<file path="src/rtl/xcorr_sync_ctrl.sv">
// xcorr_sync_ctrl: serial sync-word searcher built around the xcorr_proc
// Hamming-distance datapath.
//
// Incoming bits shift into an NDATA-bit window (first-transmitted bit ends up
// at the MSB). Once the window is full, every accepted bit starts one
// comparison of the window against the reference latched at start. The
// comparison result is registered, then checked against the threshold for a
// normal match (dist <= thresh) or an inverted match (dist >= NDATA - thresh).
// The normal match takes priority. The search gives up after MAX_BITS bits.
//
// Ports:
//   clk, rst      rising-edge clock, synchronous active-high reset
//   start         begin a search (honoured in IDLE only)
//   abort         cancel; beaten only by rst
//   ref_in        reference pattern, latched on accepted start
//   thresh        match threshold, latched on accepted start
//   bit_in        serial data bit
//   bit_valid     bit_in qualifier (used in FILL/SEARCH only)
//   busy          high in FILL and SEARCH
//   det           one-cycle pulse when the sync word is found
//   det_inv       qualifies det: 1 = inverted-polarity match
//   det_dist      distance of the matching window (held until the next det)
//   det_pos       1-based bit count of the completing bit (held)
//   timeout       one-cycle pulse when MAX_BITS bits pass with no match
//
// The datapath splits the window into NUM_LANES = NDATA/VEC_W lanes.
// NDATA must be a multiple of VEC_W.

module xcorr_lane #(
  parameter int VEC_W = 8,
  parameter int LW    = $clog2(VEC_W+1)
) (
  input  logic [VEC_W-1:0] a,
  input  logic [VEC_W-1:0] b,
  output logic [LW-1:0]    pop
);
  always_comb begin
    pop = '0;
    for (int i = 0; i < VEC_W; i++) pop = pop + LW'(a[i] ^ b[i]);
  end
endmodule

// Combinational Hamming distance between dinA and dinB.
module xcorr_proc #(
  parameter int NDATA = 128,
  parameter int VEC_W = 8,
  parameter int DW    = $clog2(NDATA)+1
) (
  input  logic [NDATA-1:0] dinA,
  input  logic [NDATA-1:0] dinB,
  output logic [DW-1:0]    dout
);
  localparam int NUM_LANES = NDATA / VEC_W;
  localparam int LW        = $clog2(VEC_W+1);

  logic [NUM_LANES-1:0][LW-1:0] lane_pop;

  genvar g;
  generate
    for (g = 0; g < NUM_LANES; g++) begin : g_lane
      xcorr_lane #(.VEC_W(VEC_W), .LW(LW)) u_lane (
        .a   (dinA[g*VEC_W +: VEC_W]),
        .b   (dinB[g*VEC_W +: VEC_W]),
        .pop (lane_pop[g])
      );
    end
  endgenerate

  always_comb begin
    dout = '0;
    for (int i = 0; i < NUM_LANES; i++) dout = dout + DW'(lane_pop[i]);
  end
endmodule

module xcorr_sync_ctrl #(
  parameter int NDATA    = 128,
  parameter int MAX_BITS = 4096,
  parameter int VEC_W    = 8,
  localparam int DW      = $clog2(NDATA)+1,
  localparam int CW      = $clog2(MAX_BITS+1)
) (
  input  logic             clk,
  input  logic             rst,
  input  logic             start,
  input  logic             abort,
  input  logic [NDATA-1:0] ref_in,
  input  logic [DW-1:0]    thresh,
  input  logic             bit_in,
  input  logic             bit_valid,
  output logic             busy,
  output logic             det,
  output logic             det_inv,
  output logic [DW-1:0]    det_dist,
  output logic [CW-1:0]    det_pos,
  output logic             timeout
);
  typedef enum logic [1:0] {IDLE, FILL, SEARCH} state_t;

  localparam logic [CW-1:0] MAXC = CW'(MAX_BITS);
  localparam logic [CW-1:0] NDC  = CW'(NDATA);

  state_t           state, nstate;
  logic [NDATA-1:0] win, ref_q;
  logic [DW-1:0]    thr_q;
  logic [CW-1:0]    cnt, cnt_inc;
  logic [DW-1:0]    dout;

  // vld_pipe[0]: window holds a comparison candidate (tag in iss_tag)
  // vld_pipe[1]: distance registered (s1_dist / s1_tag)
  logic [1:0]       vld_pipe;
  logic [CW-1:0]    iss_tag, s1_tag;
  logic [DW-1:0]    s1_dist;

  logic norm_m, inv_m;
  logic acc, hit, hit_inv, tout, start_ok;

  xcorr_proc #(.NDATA(NDATA), .VEC_W(VEC_W), .DW(DW)) u_proc (
    .dinA (win),
    .dinB (ref_q),
    .dout (dout)
  );

  assign cnt_inc = cnt + CW'(1);
  assign busy    = (state == FILL) || (state == SEARCH);

  // dist >= NDATA - thresh, rearranged to avoid underflow for large thresh.
  assign norm_m = vld_pipe[1] && (s1_dist <= thr_q);
  assign inv_m  = vld_pipe[1] &&
                  (({1'b0, s1_dist} + {1'b0, thr_q}) >= (DW+1)'(NDATA));

  always_ff @(posedge clk) begin
    if (rst) state <= IDLE;
    else     state <= nstate;
  end

  always_comb begin
    nstate   = state;
    acc      = 1'b0;
    hit      = 1'b0;
    hit_inv  = 1'b0;
    tout     = 1'b0;
    start_ok = 1'b0;
    if (abort) begin
      nstate = IDLE;
    end else begin
      case (state)
        IDLE: begin
          if (start) begin
            start_ok = 1'b1;
            nstate   = FILL;
          end
        end
        FILL, SEARCH: begin
          // A resolving comparison ends the search; the bit offered in the
          // same cycle is dropped along with everything still in flight.
          if (norm_m || inv_m) begin
            hit     = 1'b1;
            hit_inv = !norm_m;
            nstate  = IDLE;
          end else if (vld_pipe[1] && s1_tag == MAXC) begin
            tout   = 1'b1;
            nstate = IDLE;
          end else if (bit_valid && cnt != MAXC) begin
            acc = 1'b1;
            if (state == FILL && cnt_inc == NDC) nstate = SEARCH;
          end
        end
        default: nstate = IDLE;
      endcase
    end
  end

  always_ff @(posedge clk) begin
    if (rst) begin
      win      <= '0;
      ref_q    <= '0;
      thr_q    <= '0;
      cnt      <= '0;
      vld_pipe <= '0;
      iss_tag  <= '0;
      s1_tag   <= '0;
      s1_dist  <= '0;
      det      <= 1'b0;
      det_inv  <= 1'b0;
      det_dist <= '0;
      det_pos  <= '0;
      timeout  <= 1'b0;
    end else begin
      det     <= hit;
      det_inv <= hit & hit_inv;
      timeout <= tout;
      if (hit) begin
        det_dist <= s1_dist;
        det_pos  <= s1_tag;
      end

      if (start_ok) begin
        ref_q <= ref_in;
        thr_q <= thresh;
        win   <= '0;
        cnt   <= '0;
      end else if (acc) begin
        win <= {win[NDATA-2:0], bit_in};
        cnt <= cnt_inc;
      end

      vld_pipe[0] <= acc && (cnt_inc >= NDC);
      iss_tag     <= cnt_inc;
      vld_pipe[1] <= vld_pipe[0];
      s1_dist     <= dout;
      s1_tag      <= iss_tag;
      if (abort || hit || tout) vld_pipe <= '0;
    end
  end
endmodule

</file>
<file path="config.mk">
export PLATFORM = sky130hd
export DESIGN_NAME = xcorr_sync_ctrl
export DESIGN_NICKNAME = d
export VERILOG_FILES = /design/src/rtl/xcorr_sync_ctrl.sv
export SDC_FILE = /design/constraint.sdc
export NUM_CORES = 1
export LEC_CHECK = 0
export CORE_MARGIN = 4
export CORE_UTILIZATION = 40
export CTS_CLUSTER_DIAMETER = 40
export DETAILED_ROUTE_END_ITERATION = 10
export GPL_TIMING_DRIVEN = 0
export PLACE_DENSITY = 0.68
export SLEW_MARGIN = 20
export SYNTH_ARGS = -nofsm -noshare
export SYNTH_HDL_FRONTEND = slang
export SYNTH_HIERARCHICAL = 1
export SYNTH_SLANG_ARGS = --single-unit
</file>
<file path="constraint.sdc">
create_clock -name clk -period 18.8 [get_ports clk]
set_input_delay 3.76 -clock clk [delete_from_list [all_inputs] [get_ports clk]]
set_output_delay 3.76 -clock clk [all_outputs]
set_load 0.01 [all_outputs]
</file>
==> results of run 1 <==
-- synth_stat cells, types with 3 or more instances --
| library cell | instances | area share |
|---|---|---|
| nand3_1 | 7 | 0.0020 |
| buf_2 | 21 | 0.0059 |
| nor2b_1 | 41 | 0.014 |
| fa_1 | 117 | 0.13 |
| inv_1 | 233 | 0.049 |
| and3_1 | 4 | 0.0014 |
| or3_1 | 14 | 0.0049 |
| a21oi_1 | 320 | 0.089 |
| clkbuf_1 | 71 | 0.015 |
| xor2_1 | 55 | 0.027 |
| o21ai_0 | 15 | 0.0042 |
| nor2_1 | 44 | 0.0092 |
| a211oi_1 | 3 | 0.0013 |
| dfxtp_1 | 339 | 0.38 |
| nor4_1 | 4 | 0.0014 |
| and2_1 | 6 | 0.0021 |
| ha_1 | 86 | 0.060 |
| nand4_1 | 3 | 0.0010 |
| nand2b_1 | 23 | 0.0080 |
| o211ai_1 | 3 | 0.0013 |
| and4_1 | 5 | 0.0024 |
| buf_4 | 11 | 0.0046 |
| xnor2_1 | 106 | 0.052 |
| mux2i_1 | 3 | 0.0017 |
| nand2_1 | 539 | 0.11 |
-- worst max-delay path: stages (launching register included) --
cell and delay, ns:
dfxtp_1 0.39, xnor2_1 0.12, fa_1 0.56, inv_1 0.06, fa_1 0.54, inv_1 0.06, fa_1 0.46, inv_1 0.07
ha_1 0.16, inv_1 0.05, fa_1 0.37, xnor2_1 0.16, inv_1 0.08, fa_1 0.53, inv_1 0.05, fa_1 0.53
fa_1 0.54, fa_1 0.55, fa_1 0.56, inv_1 0.06, fa_1 0.53, inv_1 0.04, ha_1 0.24, fa_1 0.40
a21o_1 0.17, a21oi_1 0.19, xnor2_1 0.16, nor2b_1 0.14
-- final cells by class --
type                       instances  area (µm²)  share of cell area
buffer                           108       491.7             0.02234
sequential                       339        6787              0.3084
multi-input combinational       1436        9802              0.4454
tap                              592       740.7             0.03366
timing repair buffer             166        1662             0.07550
clock inverter                    32       355.3             0.01615
inverter                         233       874.6             0.03974
clock buffer                      57        1296             0.05890
-- power by group through the flow --
stage	clock [mW]	combinational [mW]	sequential (mW)
after floorplan	0	0.615	0.772
after global placement	0	0.808	0.779
after detailed placement	0	0.845	0.779
after CTS	0.934	0.860	0.763
after global routing	0.963	0.975	0.765
final	0.915	0.836	0.763
-- kinds of logic (layout without fill, tap and decap cells) --
group | after synthesis | in the layout | share of synthesized area
muxes | 5 | 5 | 0.003066
xor gates and xnor gates | 161 | 161 | 0.07855
AOI/OAI and AO/OA | 362 | 362 | 0.1073
and+or+nand+nor | 705 | 705 | 0.1667
DFF | 339 | 339 | 0.3780
adders and majority gates | 203 | 203 | 0.1904
buffers and inverters | 341 | 596 | 0.07597
-- routing by layer --
layer | share of wire | global-route usage
met5 | 0 | 0
met4 | 0.026 | 0.05589
met2 | 0.47 | 0.2936
met3 | 0.038 | 0.02620
met1 | 0.46 | 0.2323
-- cells in the final DEF (no fill, tap or decap), types with 49 or more instances in the layout --
master	synthesis	final
clkbuf_16	0	49
nand2_1	539	539
dfxtp_1	339	339
fa_1	117	117
xnor2_1	106	106
xor2_1	55	55
inv_1	233	233
clkbuf_1	71	73
a21oi_1	320	320
ha_1	86	86
clkdlybuf4s50_1	0	166
-- stage by stage --
step                      hold slack, ns    util
after floorplan                   0.3975       -
after global placement            0.3991  0.4593
after detailed placement          0.4136  0.4593
final                             0.4191  0.4966
after CTS                         0.4222  0.4966
after global routing              0.4398  0.4966
-- flip-flops by register name, indices dropped and copies added (netlist names), 8 cells and up --
register / cells
ref_q: 128
det_pos: 13
s1_tag: 13
thr_q: 8
win: 128
s1_dist: 8
iss_tag: 13
cnt: 13
det_dist: 8
-- final timing paths --
path	from	to	slack, ns
setup / recovery	ref_q[0]$_SDFFE_PP0P_	s1_dist[6]$_SDFF_PP0_	10.97
hold / removal	vld_pipe[0]$_SDFF_PP0_	vld_pipe[1]$_SDFF_PP0_	0.42
setup reg to reg	ref_q[0]$_SDFFE_PP0P_	s1_dist[6]$_SDFF_PP0_	10.97
hold reg to reg	vld_pipe[0]$_SDFF_PP0_	vld_pipe[1]$_SDFF_PP0_	0.42
==> metrics.txt, run 1 <==
status completed; Finished Layout Cells 2,963; Yosys cell types 61; chip height about 220 µm; buffers added on ports 166; Core Rows 77; antenna-violating nets left 0; Yosys warning total 6; I/O pin count between 150 and 200; MaxCap Viol Count 0; fmax roughly 130 MHz; TNS Setup 0 ns; register area share after synthesis 0.3780; # DRC 0; Slew HR 0.3104; Peak VDD IR 160.6 µV; Post-synth ARST share 0; DR WL/cell 14.15 µm; clock root buffer clkbuf_16; Hold Buf Count CTS 0; Leakage 8.945 nW; P&R area growth vs syn 22.60%; initial core utilization 0.4051; R2R depth 27; Vias ~14,000; Final nets between 2,000 and 3,000; part of the power in registers 0.304; Ant. Diodes 0; Inserted Clock Buffers 48; CTS tree done; crit path time final 7.833 ns; Overflow after GRT 0; CP Data Arrival Time 8.34 ns; antenna violations before repair 1; Critical Path Sink Type flop; worst skew pair latency 0.58 ns; Post-Place Cell Area 20,360 µm²; final setup skew 0.02802 ns; Cell Int Power 1.686 mW; first-pass GRT wire length 68.68 mm; clk slew on worst S/H paths around 0.060 ns; total power draw ~2.5 mW; register bit total from synthesis 339; Clk pwr share 0.364; Post-Place Cells 2,874; die area 48,330 µm²; largest net degree at the start of global routing 14; design area 22,010 µm²; Worst setup SP type flop; Filler cells 4,113; First-pass DRT Iterations 5; Period Utilization, post-route 0.4167; RSZ-0062 raised after global routing no; Post-DP HPWL 32.51 mm; Setup Slack @ Placement 10.99 ns; Clock Tree Buf Depth 3; Slew Viols, Final 0; clk sinks 339; final hold vios 0; sw frac 0.3293; post-DR vias/cell 4.673; Hold Path Depth 2; CTS H-Tree Depth 2; Detailed Route WL around 42 mm; setup violators final 0; final worst setup slack around 11 ns; vias in the first global route 14,010; Syn Nets about 2,500; Pwr per Cell Area ~110 nW/µm²; Top FF cell, synth dfxtp_1; Worst Setup Path Type flop to flop; Die X 219.9 µm; initial DRC count 644; layout cell share with drive strength beyond 1 0.05609; syn_area_per_cell about 8.5 µm²; Comb pwr share 0.332; P_sw 828.0 µW; critical path required time 19.31 ns; gpl congestion around 0.83; Setup Buffers After CTS 0; gr usage total 0.1747; post-synthesis cell count 2,116; core area 44,320 µm²; Worst-Margin Slew 1.034 ns; worst hold path type flop to flop; Crit Path Max Fanout 3; Post-Syn Area 17,950 µm²; CTS resizes 0; EDFF count, synth 0
(Power assumes the default switching activity.)
==> run 2, diff against run 1 <==
==> constraint.sdc (replaced) <==
create_clock -name clk -period 7.5 [get_ports clk]
set_input_delay 1.5 -clock clk [delete_from_list [all_inputs] [get_ports clk]]
set_output_delay 1.5 -clock clk [all_outputs]
set_load 0.01 [all_outputs]
==> run 2 against run 1 <==
  * Combinational power rose to 3.0 times the previous value
  * Total power rose to 2.7 times the previous value
  * Critical path depth unchanged
  * First-iteration DRC count up 11%
  * Highest routed layer unchanged
  * Clock skew up 0.00074 ns
  * Fmax up 5.4%
  * Sequential power rose to 2.5 times the previous value
  * Global-route usage about the same
  * Cell area up 0.88%
  * Critical endpoint unchanged
==> metrics.txt, run 2 (synthesis gave the netlist of run 1 again) <==
DR WL/cell 14.25 µm (+0.68%); commonest non-fill, non-tap cell in the layout nand2_1; Worst-Margin Slew 1.035 ns (+0.0005689 ns); gr usage total 0.1749 (about the same); largest net degree at the start of global routing 14 (unchanged); post-DR vias/cell 4.685 (+0.26%); CTS tree done; Leakage 8.995 nW (+0.56%); Setup Slack @ Placement -0.3057 ns (-11.30 ns); status completed; Period Utilization, post-route 0.9905 (+0.5738); crit path time final 7.429 ns (-0.4046 ns); worst hold path type flop to flop; TNS Setup 0 ns (unchanged); Pwr per Cell Area 300.8 nW/µm² (+160%); Final nets 2,679 (+0.075%); Worst Setup Path Type flop to flop; Vias 13,890 (+0.33%); final worst setup slack 0.07129 ns (-10.90 ns); most frequent cells in the layout 539 x nand2_1, 328 x dfxtp_1, 318 x a21oi_1; biggest regs ref_q: 128 flops, win: 128 flops; layout cell share with drive strength beyond 1 0.07838 (+0.02229); First-pass DRT Iterations 5 (unchanged); core area 44,320 µm² (unchanged); final setup skew 0.02876 ns (+0.0007351 ns); antenna violations before repair 1 (unchanged); Slew HR 0.3100 (-0.0003790); initial core utilization 0.4051 (unchanged); Hold Buf Count CTS 0 (unchanged); buffers added on ports 166 (unchanged); met1 usage 0.2322 (about the same); gpl congestion 0.8270 (unchanged); Critical Path Sink Type flop; I/O pin count 167 (unchanged); first-pass GRT wire length 68.74 mm (about the same); Clk pwr share 0.343 (-0.021); worst skew pair latency 0.58 ns (about the same); P&R area growth vs syn 23.67%; M3 GR Usage 0.02620 (unchanged); Detailed Route WL 42.25 mm (+0.75%); clock root buffer clkbuf_16; # DRC 0 (unchanged); Ant. Diodes 0 (unchanged); antenna-violating nets left 0 (unchanged); vias in the first global route 14,040 (+0.23%); chip height 219.9 µm (unchanged); busiest grt layer met2; part of the power in registers 0.287 (-0.017); Inserted Clock Buffers 48 (unchanged); CTS H-Tree Depth 2 (unchanged); final hold vios 0 (unchanged); die area 48,330 µm² (unchanged); MaxCap Viol Count 0 (unchanged); Post-DP HPWL 32.51 mm (unchanged); Clock Tree Buf Depth 3 (unchanged); Die X 219.9 µm (unchanged); initial DRC count 718 (+11%); critical path required time 7.95 ns (-11.36 ns); clk slew on worst S/H paths 0.06 ns (about the same); setup violators final 0 (unchanged); Slew Viols, Final 0 (unchanged); Overflow after GRT 0 (unchanged); sw frac 0.3333 (+0.003985); Cell Int Power 4.453 mW (+160%); Crit Path Max Fanout 3 (unchanged); Worst setup SP type flop; Peak VDD IR 525.0 µV (+230%); Core Rows 77 (unchanged); RSZ-0062 raised after global routing yes; fmax 134.6 MHz (+5.4%); met2 usage 0.2943 (+0.0007225); clk sinks 339 (unchanged); P_sw 2.226 mW (+170%); Comb pwr share 0.370 (+0.038); CP Data Arrival Time 7.88 ns (-0.46 ns)
[run 2: cell count changes in the layout (fill, tap and decap cells not counted), sizes merged]
cell / previous run / this run
buf: 36 / 38
[run 2: timing repair]
item / in CTS / in global routing
pin swaps: 18 / 11
endpoints found under the setup margin: 3 / 4
resized for setup: 17 / 37
setup buffers: 1 / 1
[run 2: final timing paths]
| check | startpoint | to | slack, ns | depth (start not counted) |
|---|---|---|---|---|
| hold reg to reg | vld_pipe[0]$_SDFF_PP0_ | vld_pipe[1]$_SDFF_PP0_ | 0.42 | 2 |
| hold / removal | vld_pipe[0]$_SDFF_PP0_ | vld_pipe[1]$_SDFF_PP0_ | 0.42 | 2 |
| setup / recovery | win[1]$_SDFFE_PP0P_ | s1_dist[6]$_SDFF_PP0_ | 0.07 | 27 |
| setup reg to reg | win[1]$_SDFFE_PP0P_ | s1_dist[6]$_SDFF_PP0_ | 0.07 | 27 |
[run 2: routing by layer]
layer,vias up,part of all wire
met5,-,0
met4,0,0.025
met3,72,0.035
met2,231,0.48
met1,6517,0.46
li1,7071,-
[run 2: layout make-up]
cell class	count	area [µm²]
plain buffers	108	491.7
clock buffers	57	1296
clock inverters	32	355.3
fillers	4102	22120
inverters	233	874.6
multi-input cells	1436	9960
flip-flops and latches	339	6803
well taps	592	740.7
repair buffers	168	1680
[run 2: power groups by stage]
| stage | Sequential, mW | Combinational, mW | Clock [mW] |
|---|---|---|---|
| final | 1.91 | 2.47 | 2.29 |
| after global routing | 1.92 | 2.82 | 2.41 |
| after CTS | 1.91 | 2.33 | 2.34 |
| after detailed placement | 1.95 | 2.12 | 0 |
| after global placement | 1.95 | 2.03 | 0 |
| after floorplan | 1.93 | 1.54 | 0 |
[run 2: stage by stage]
stage / util / total power, mW / hold WS (ns) / cells / area [µm²]
5_1_grt: 0.5010 / 7.157 / 0.4398 / 2965 / 22200
6_report: 0.5010 / 6.678 / 0.4191 / 2965 / 22200
3_3_place_gp: 0.4593 / 3.978 / 0.3991 / 2874 / 20350
2_1_floorplan: - / 3.475 / 0.3975 / 2116 / 17950
4_1_cts: 0.4979 / 6.583 / 0.4222 / 2964 / 22070
3_5_place_dp: 0.4593 / 4.070 / 0.4136 / 2874 / 20360
[run 2: critical path: stages, from the launching register on]
cell and delay (ns):
dfxtp_2 0.34, xnor2_2 0.14, fa_1 0.58, inv_2 0.05, fa_1 0.55, inv_2 0.04, fa_1 0.47, inv_1 0.08
ha_2 0.18, inv_2 0.04, fa_2 0.35, xnor2_2 0.16, inv_1 0.07, fa_1 0.53, inv_1 0.05, fa_1 0.49
fa_2 0.58, fa_2 0.46, fa_1 0.50, inv_1 0.05, fa_1 0.49, inv_2 0.05, ha_4 0.17, fa_2 0.36
a21o_1 0.17, a21oi_2 0.13, xnor2_1 0.10, nor2b_1 0.13
==> run 3, diff against run 2 <==
--- a/config.mk
+++ b/config.mk
@@ -7,8 +7,10 @@
 export LEC_CHECK = 0
 export CORE_MARGIN = 4
 export CORE_UTILIZATION = 40
+export CTS_BUF_LIST = sky130_fd_sc_hd__clkbuf_16
 export CTS_CLUSTER_DIAMETER = 40
 export DETAILED_ROUTE_END_ITERATION = 10
+export GPL_ROUTABILITY_DRIVEN = 0
 export GPL_TIMING_DRIVEN = 0
 export PLACE_DENSITY = 0.68
 export SLEW_MARGIN = 20
==> run 3 against run 2 <==
  * Flip-flop and latch count unchanged
  * Setup slack gained 0.042 ns
  * Clock power fell by 3%
  * Via count rose by 0.24%
  * Cell count unchanged
  * Clock skew grew 0.00073 ns
  * Largest power group unchanged
  * Total power decreased by 1.4%
  * Clock-buffer cell count down 10
  * Global-route usage hardly changed
  * Largest cell class unchanged
==> metrics.txt, run 3 (synthesis gave the netlist of run 1 again) <==
CP dominant cell by count inv_2; TNS Setup 0 ns (unchanged); Final Hold Slack 0.4212 ns (+0.002161 ns); Peak VDD IR 502.2 µV (-4.3%); buffers added on ports 166 (unchanged); P_sw 2.230 mW (+0.17%); R2R depth 27 (unchanged); P&R area growth vs syn 24.67%; post-DR vias/cell 4.696 (+0.24%); largest net degree at the start of global routing 16 (+2); hold path start vld_pipe[0]$_SDFF_PP0_; Vias 13,930 (+0.24%); Crit Path Max Fanout 2 (-1); Reg-to-Reg End s1_dist[6]$_SDFF_PP0_; commonest non-fill, non-tap cell in the layout nand2_1; die area 48,330 µm² (unchanged); crit path time final 7.386 ns (-0.04232 ns); clock root buffer clkbuf_16; Clk pwr share 0.335 (-0.008); clk sinks 339 (unchanged); Crit path max-delay family adder cells; Worst Setup Path Type flop to flop; Pwr per Cell Area 294.1 nW/µm² (-2.2%); Comb pwr share 0.374 (+0.004); Worst setup SP type flop; vias in the first global route 14,190 (+1.1%); I/O pin count 167 (unchanged); antenna violations before repair 1 (unchanged); Leakage 9.040 nW (+0.50%); fmax 135.4 MHz (+0.57%); initial DRC count 861 (+20%); Slew HR 0.3017 (-0.008276); core area 44,320 µm² (unchanged); first-pass GRT wire length 68.94 mm (+0.29%); slowest CP cell fa_1; layout cell share with drive strength beyond 1 0.1029 (+0.02448); Critical Path Sink Type flop; CTS tree done; critical path required time 7.96 ns (about the same); MaxCap Viol Count 0 (unchanged); antenna-violating nets left 0 (unchanged); gr usage total 0.1748 (about the same); final setup skew 0.02949 ns (+0.0007327 ns); sw frac 0.3387 (+0.005429); R2R Path Start ref_q[32]$_SDFFE_PP0P_; Filler cells 4,124 (+0.54%); clk slew on worst S/H paths 0.06 ns (about the same); Worst-Margin Slew 1.047 ns (+0.01241 ns); Die X 219.9 µm (unchanged); CP max stage delay 0.57 ns (about the same); Clock Tree Buf Depth 3 (unchanged); reg2reg setup slack 0.11 ns (+0.04 ns); WP buf/inv 8 (unchanged); hold path endpoint vld_pipe[1]$_SDFF_PP0_; Post-DP HPWL 32.28 mm (-0.71%); Core Rows 77 (unchanged); chip height 219.9 µm (unchanged); # DRC 0 (unchanged); Cell Int Power 4.353 mW (-2.2%); status completed; Hold Path Depth 2 (unchanged); DR WL/cell 14.17 µm (-0.53%); worst hold path type flop to flop; Hold Buf Count CTS 0 (unchanged); First-pass DRT Iterations 4 (-1); CP Data Arrival Time 7.84 ns (-0.04 ns); Detailed Route WL 42.03 mm (-0.53%); RSZ-0062 raised after global routing yes; Inserted Clock Buffers 47 (-2.1%); Period Utilization, post-route 0.9849 (-0.005643); final hold vios 0 (unchanged); total power draw 6.583 mW (-1.4%); initial core utilization 0.4051 (unchanged); setup violators final 0 (unchanged); Overflow after GRT 0 (unchanged); Final nets 2,685 (+0.22%); part of the power in registers 0.291 (+0.004); biggest regs ref_q: 128 flops, win: 128 flops; most frequent cells in the layout 539 x nand2_1, 319 x a21oi_1, 307 x dfxtp_1; worst skew pair latency 0.59 ns (about the same); CTS H-Tree Depth 2 (unchanged); Slew Viols, Final 0 (unchanged)
==> run 3: worst max path at each step <==
stage,startpoint,cells past startpoint,end,slack (ns)
final,ref_q[32]$_SDFFE_PP0P_,27,s1_dist[6]$_SDFF_PP0_,0.11
after global routing,win[88]$_SDFFE_PP0P_,27,s1_dist[6]$_SDFF_PP0_,-0.17
after CTS,win[64]$_SDFFE_PP0P_,24,s1_dist[7]$_SDFF_PP0_,0.02
after detailed placement,ref_q[0]$_SDFFE_PP0P_,27,s1_dist[6]$_SDFF_PP0_,-0.20
after global placement,ref_q[0]$_SDFFE_PP0P_,27,s1_dist[6]$_SDFF_PP0_,-0.21
after floorplan,win[0]$_SDFFE_PP0P_,27,s1_dist[6]$_SDFF_PP0_,0.15
==> run 3: cell type report <==
| cell class | instances | area, µm² | share of cell area |
|---|---|---|---|
| Antenna cell | 1 | 2.502 | 0.0001118 |
| Timing Repair Buffer | 175 | 1729 | 0.07726 |
| Sequential cell | 339 | 6844 | 0.3058 |
| Multi-Input combinational cell | 1436 | 10120 | 0.4523 |
| Clock inverter | 34 | 400.4 | 0.01789 |
| Tap cell | 592 | 740.7 | 0.03309 |
| Inverter | 233 | 874.6 | 0.03908 |
| Buffer | 108 | 491.7 | 0.02197 |
| Clock buffer | 47 | 1176 | 0.05255 |
==> run 3: power by group through the flow <==
stage                     logic, mW  clock network [mW]  registers (mW)
final                          2.46                2.21            1.91
after CTS                      2.43                2.26            1.91
after detailed placement       2.11                   0            1.95
after global routing           2.91                2.33            1.92
after global placement         2.04                   0            1.95
after floorplan                1.54                   0            1.93
==> run 3: tightest hold or removal path, cell delays in order, from the launching register on <==
cell and delay [ns]:
dfxtp_1 0.30, nand2_1 0.05, a21oi_1 0.03
==> run 3: repair_timing <==
item / in CTS / in global routing
pin swaps: 26 / 60
resized for setup: 36 / 86
endpoints found under the setup margin: 3 / 4
buffers inserted: 2 / 7
==> run 3: per-layer routing <==
metal / track usage / vias up / share of wire
met5: 0 / - / 0
met4: 0.04270 / 0 / 0.017
met3: 0.03378 / 53 / 0.045
met2: 0.3025 / 249 / 0.49
met1: 0.2255 / 6525 / 0.45
li1: - / 7098 / -
==> run 3: stage by stage <==
step / utilization / instances / worst slack [ns] / cell area, µm²
floorplan: - / 2116 / 0.1465 / 17950
global placement: 0.4593 / 2874 / -0.2062 / 20350
detailed placement: 0.4593 / 2874 / -0.1985 / 20360
CTS: 0.4978 / 2957 / 0.01622 / 22060
global route: 0.5050 / 2964 / -0.1690 / 22380
finish: 0.5050 / 2965 / 0.1136 / 22380
